### src/rtl/joypad_irq_if.sv
// Joypad column pins, interrupt handshake and status signals for joypad_irq.
interface joypad_irq_if;
  logic       p10_c;
  logic       p11_c;
  logic       p12_c;
  logic       p13_c;
  logic       irq_ack;
  logic       irq_req;
  logic       wake;
  logic       pressed;
  logic [1:0] state;

  modport slave (
    input  p10_c, p11_c, p12_c, p13_c, irq_ack,
    output irq_req, wake, pressed, state
  );

  modport master (
    output p10_c, p11_c, p12_c, p13_c, irq_ack,
    input  irq_req, wake, pressed, state
  );
endinterface

### src/rtl/joypad_irq.sv
// Joypad line synchronizer, press/release debouncer and level interrupt request.
//   state   | meaning
//   IDLE    | no key down, waiting for any line low
//   ARM     | line low, counting stable samples before accepting a press
//   HELD    | press accepted, interrupt raised once on entry
//   RELEASE | lines high, counting stable samples before accepting release
module joypad_irq #(
  parameter int DEBOUNCE_CYCLES = 4
) (
  input  logic         clk,
  input  logic         reset,
  joypad_irq_if.slave  jp
);

  typedef enum logic [1:0] {
    IDLE    = 2'd0,
    ARM     = 2'd1,
    HELD    = 2'd2,
    RELEASE = 2'd3
  } state_t;

  localparam logic [7:0] DEB = 8'(DEBOUNCE_CYCLES);

  logic [3:0] sync1_q, sync1_d;
  logic [3:0] sync2_q, sync2_d;
  logic       wake_q, wake_d;
  logic       irq_q, irq_d;
  logic [7:0] cnt_q, cnt_d;
  state_t     state_q, state_d;
  logic       line_low;
  logic       irq_set;

  always_ff @(posedge clk or posedge reset) begin
    if (reset) begin
      sync1_q <= 4'hf;
      sync2_q <= 4'hf;
      wake_q  <= 1'b0;
      irq_q   <= 1'b0;
      cnt_q   <= 8'd0;
      state_q <= IDLE;
    end else begin
      sync1_q <= sync1_d;
      sync2_q <= sync2_d;
      wake_q  <= wake_d;
      irq_q   <= irq_d;
      cnt_q   <= cnt_d;
      state_q <= state_d;
    end
  end

  always_comb begin
    sync1_d  = {jp.p13_c, jp.p12_c, jp.p11_c, jp.p10_c};
    sync2_d  = sync1_q;
    line_low = ~&sync2_q;
    wake_d   = line_low;
    state_d  = state_q;
    cnt_d    = cnt_q;
    irq_set  = 1'b0;
    case (state_q)
      IDLE: begin
        if (line_low) begin
          state_d = ARM;
          cnt_d   = 8'd1;
        end else begin
          cnt_d   = 8'd0;
        end
      end
      ARM: begin
        if (!line_low) begin
          state_d = IDLE;
          cnt_d   = 8'd0;
        end else if (cnt_q == DEB) begin
          state_d = HELD;
          irq_set = 1'b1;
        end else begin
          cnt_d   = cnt_q + 8'd1;
        end
      end
      HELD: begin
        if (!line_low) begin
          state_d = RELEASE;
          cnt_d   = 8'd1;
        end
      end
      RELEASE: begin
        // A line going low again is release bounce: back to HELD, no new interrupt.
        if (line_low) begin
          state_d = HELD;
        end else if (cnt_q == DEB) begin
          state_d = IDLE;
          cnt_d   = 8'd0;
        end else begin
          cnt_d   = cnt_q + 8'd1;
        end
      end
      default: begin
        state_d = IDLE;
        cnt_d   = 8'd0;
      end
    endcase
    // Set beats a coincident acknowledge; the request is independent of the FSM afterwards.
    irq_d = irq_set | (irq_q & ~jp.irq_ack);
  end

  assign jp.irq_req = irq_q;
  assign jp.wake    = wake_q;
  assign jp.pressed = (state_q == HELD) || (state_q == RELEASE);
  assign jp.state   = state_q;

endmodule
### src/flat_wrapper.sv
// flat-port wrapper written by rule: the top's interface ports become plain ports
module joypad_irq_flat 
#(
  parameter int DEBOUNCE_CYCLES = 4
)
  (clk, reset, jp_p10_c, jp_p11_c, jp_p12_c, jp_p13_c, jp_irq_ack, jp_irq_req, jp_wake, jp_pressed, jp_state);
  joypad_irq_if jp_i ();
  input  logic clk;
  input  logic reset;
  input wire logic [$bits(jp_i.p10_c)-1:0] jp_p10_c;
  input wire logic [$bits(jp_i.p11_c)-1:0] jp_p11_c;
  input wire logic [$bits(jp_i.p12_c)-1:0] jp_p12_c;
  input wire logic [$bits(jp_i.p13_c)-1:0] jp_p13_c;
  input wire logic [$bits(jp_i.irq_ack)-1:0] jp_irq_ack;
  output wire logic [$bits(jp_i.irq_req)-1:0] jp_irq_req;
  output wire logic [$bits(jp_i.wake)-1:0] jp_wake;
  output wire logic [$bits(jp_i.pressed)-1:0] jp_pressed;
  output wire logic [$bits(jp_i.state)-1:0] jp_state;
  assign jp_i.p10_c = jp_p10_c;
  assign jp_i.p11_c = jp_p11_c;
  assign jp_i.p12_c = jp_p12_c;
  assign jp_i.p13_c = jp_p13_c;
  assign jp_i.irq_ack = jp_irq_ack;
  assign jp_irq_req = jp_i.irq_req;
  assign jp_wake = jp_i.wake;
  assign jp_pressed = jp_i.pressed;
  assign jp_state = jp_i.state;
  joypad_irq #(.DEBOUNCE_CYCLES(DEBOUNCE_CYCLES)) u_core (.clk(clk), .reset(reset), .jp(jp_i));
endmodule
### config.mk
export PLATFORM = sky130hd
export DESIGN_NAME = joypad_irq_flat
export DESIGN_NICKNAME = d
export VERILOG_FILES = /design/src/rtl/joypad_irq_if.sv /design/src/rtl/joypad_irq.sv /design/src/flat_wrapper.sv
export SDC_FILE = /design/constraint.sdc
export NUM_CORES = 1
export LEC_CHECK = 0
export BUFFER_PORTS_ARGS = -buffer_cell sky130_fd_sc_hd__buf_2
export CELL_PAD_IN_SITES_DETAIL_PLACEMENT = 0
export CELL_PAD_IN_SITES_GLOBAL_PLACEMENT = 2
export CORE_MARGIN = 8
export CORE_UTILIZATION = 39
export CTS_CLUSTER_SIZE = 16
export DETAILED_ROUTE_END_ITERATION = 10
export HOLD_SLACK_MARGIN = 0.12
export PLACE_DENSITY_LB_ADDON = 0.1
export SYNTH_ARGS = -nofsm -noshare
export SYNTH_HDL_FRONTEND = slang
export SYNTH_SLANG_ARGS = --single-unit
export TNS_END_PERCENT = 30
### constraint.sdc
create_clock -name clk -period 4.65 [get_ports clk]
set_clock_uncertainty 0.1 [all_clocks]
set_input_delay 0 -clock clk [delete_from_list [all_inputs] [get_ports clk]]
set_output_delay 0 -clock clk [all_outputs]
set_load 0.05 [all_outputs]
==> summary.txt <==
outcome = finished clean
ratio of cells with drive above 1 in the final layout = 29.13%
Ant. Diodes = 0
Vias = 730
die area = 4342 sq um
Placeable Area = 2410 sq um
initial antenna violation count = 0
Post-DP Area = 1035 sq um
remaining antenna violation count after routing = 0
sequential fraction of the synthesis area = 52.58%
fin area = 1147 sq um
met1 Track Usage GR = 13.10%
Max-slew headroom = 50.48%
Initial Util = 40.29%
gate count of the mapped netlist = 87
post-layout util = 47.61%
final wirelength = 2008 um
GPL Wtd Cong = 0.7558
Routed WL per cell = 15.10 um
Area Overhead vs Synth = 18.17%
met3 Use GR = 3.220%
Clock transition at path regs = 0.11 ns
internal power = 0.0003437 W
# rows = 18
Leak = 0.4830 nW
Post-DP HPWL = 1456 um
synthesized area = 970.9 sq um
multi-input logic area = 396.6 sq um
vias per cell = 5.489
Worst EP required = 4.77 ns
Post-synth EDFFs = 0
actual slew at the worst max-slew pin = 0.7420 ns
clock share of power = 26.2%
Nets = 113
DRC viols = 0
CP max stage delay = 0.52 ns
Chip Height = 65.90 um
number of max-cap violations = 0
Hold Path Class = in -> reg
min Tclk post-route = 1.981 ns
Reg power frac = 43.7%
Avg Inst Size Synth = 11.16 sq um
CP Class = reg -> reg
largest net degree at the start of global routing = 21
GRT busiest layer = met2
Main synth FF type = dfrtp_1
critical path peak fanout = 9
Total GRT Usage = 10.71%
Switch Pwr = 0.0001865 W
Setup violations, final = 0
vias in the first global route = 772
CTS buffer count = 3
Congestion Overflow GR = 0
CP Launch Type = register
clock sinks = 20
post-CTS sizing = 0
Worst EP arrival = 2.10 ns
Power Density = 462.1 nW/um^2
IO buf count = 11
first-pass GRT wire length = 3581 um
Clock Latency Late Sink = 0.29 ns
DR iter-0 viols = 31
overall power = 0.0005302 W
DRT Pass-1 Iters = 4
post-synth cell types = 40
switching fraction of total power = 35.18%
Comb pwr share = 30.2%
FF+latch area = 510.5 sq um
Worst IR Drop VDD = 265.5 uV
Crit. End Element = register
ys async rst share = 100.0%
CTS tree = yes
syn nets = 96
Final Hold Vio Count = 0
RSZ-0062 raised after global routing = no
I/O Pins = 12
fillers = 231
clock root buffer master = clkbuf_4
fmax = 0.5048 GHz
Sum Neg Setup Slack = 0 ns
crit path cell chain = and4_1, inv_6, and2_4, or4_1, a22oi_1
register bit count reported by yosys = 20
# H-tree levels = 1
GRT met2 Usage = 16.81%
Die X = 65.90 um
Final Max Tran Viols = 0
Crit-path slowest cell = dfstp_2
clock buffer depth = 2
YS warnings = 0
final worst-path cycle share = 42.60%
## timing repair
item | in CTS | in global routing
hold buffers | 6 | 0
buffers inserted | 0 | 0
hold endpoints to repair | 17 | 0
## placed cells by master, fill, tap and decap left out, types with 2 or more instances in the layout
cell type,n
a21oi_1,5
a22oi_1,2
and3_1,2
buf_2,11
clkbuf_4,3
dfrtp_1,12
dfstp_2,8
dlygate4sd3_1,6
ha_1,2
inv_1,7
nand2_1,4
nand3_1,3
nand4_1,3
o21ai_0,5
o31ai_1,2
xnor2_1,3
## power groups by stage
stage	registers (W)	clock network [W]	logic [W]
final	0.000231	0.000139	0.000160
after global routing	0.000238	0.000151	0.000179
after CTS	0.000231	0.000145	0.000161
after detailed placement	0.000234	0	0.000156
after global placement	0.000235	0	0.000160
after floorplan	0.000241	0	0.000108
## layout make-up
cell class                 instances  share of cell area, %
tap                               30                  3.272
clock inverter                     1                  2.617
inverter                           8                  3.053
sequential                        20                  44.49
multi-input combinational         54                  34.57
clock buffer                       3                  1.963
timing repair buffer              17                  10.03
## synth_stat cells (2+ instances only)
library cell / instances / area share [%]
nand2_1: 4 / 1.5
a22oi_1: 2 / 1.5
and3_1: 2 / 1.3
a21oi_1: 5 / 2.6
clkbuf_1: 2 / 0.77
dfstp_2: 8 / 22
ha_1: 2 / 2.6
buf_2: 2 / 1.0
inv_1: 7 / 2.7
nand3_1: 3 / 1.5
nand4_1: 3 / 1.9
dfrtp_1: 12 / 31
xnor2_1: 3 / 2.7
o21ai_0: 5 / 2.6
o31ai_1: 2 / 1.5
## per-layer routing
metal  up-vias  share of wire (%)
met5         -                  0
li1        353                  -
met1       361                 47
met4         0               0.75
met3         2                4.4
met2        14                 47
## critical path: cells and delay by family (launching register included)
family,cells,cell delay (ns)
buffers and inverters,1,0.08
AOI/OAI and AO/OA,1,0.16
DFF,1,0.52
and+or+nand+nor,3,1.05
## logic make-up (layout without fill, tap and decap cells)
kind of cell	Yosys count	count (layout)	synth area share [%]
buffers and inverters	13	29	6.573
adders and majority gates	2	2	2.577
muxes	1	1	1.160
and+or+nand+nor	25	25	17.40
AOI/OAI and AO/OA	23	23	17.01
DFF	20	20	52.58
xor gates and xnor gates	3	3	2.707
## path summary, 6_finish.rpt
check / slack (ns) / startpoint / cells after the start / endpoint
max reg2reg: 2.67 / u_core.sync2_q[2] / 5 / u_core.cnt_q[7]
min reg2reg: 0.26 / u_core.sync1_q[3] / 0 / u_core.sync2_q[3]
max in group asynchronous: 3.73 / reset / 3 / u_core.jp.irq_req
max: 2.67 / u_core.sync2_q[2] / 5 / u_core.cnt_q[7]
min: 0.24 / jp_p13_c / 2 / u_core.sync1_q[3]
min in group asynchronous: 0.26 / reset / 3 / u_core.cnt_q[4]
## flip-flops by register name, summed over array words and instances (netlist names), named ones only
register / cells
u_core.cnt_q: 8
u_core.jp.irq_req: 1
u_core.jp.state: 1
u_core.jp.wake: 1
u_core.sync1_q: 4
u_core.sync2_q: 4
## stage by stage
stage	hold WS [ns]	setup slack [ns]	instances
floorplan	-0.1421	2.854	87
global placement	0.004491	2.706	123
detailed placement	0.006171	2.671	123
CTS	0.2187	2.644	133
global route	0.2153	2.535	133
finish	0.2414	2.669	133
Power figures use the tool's default switching activity.
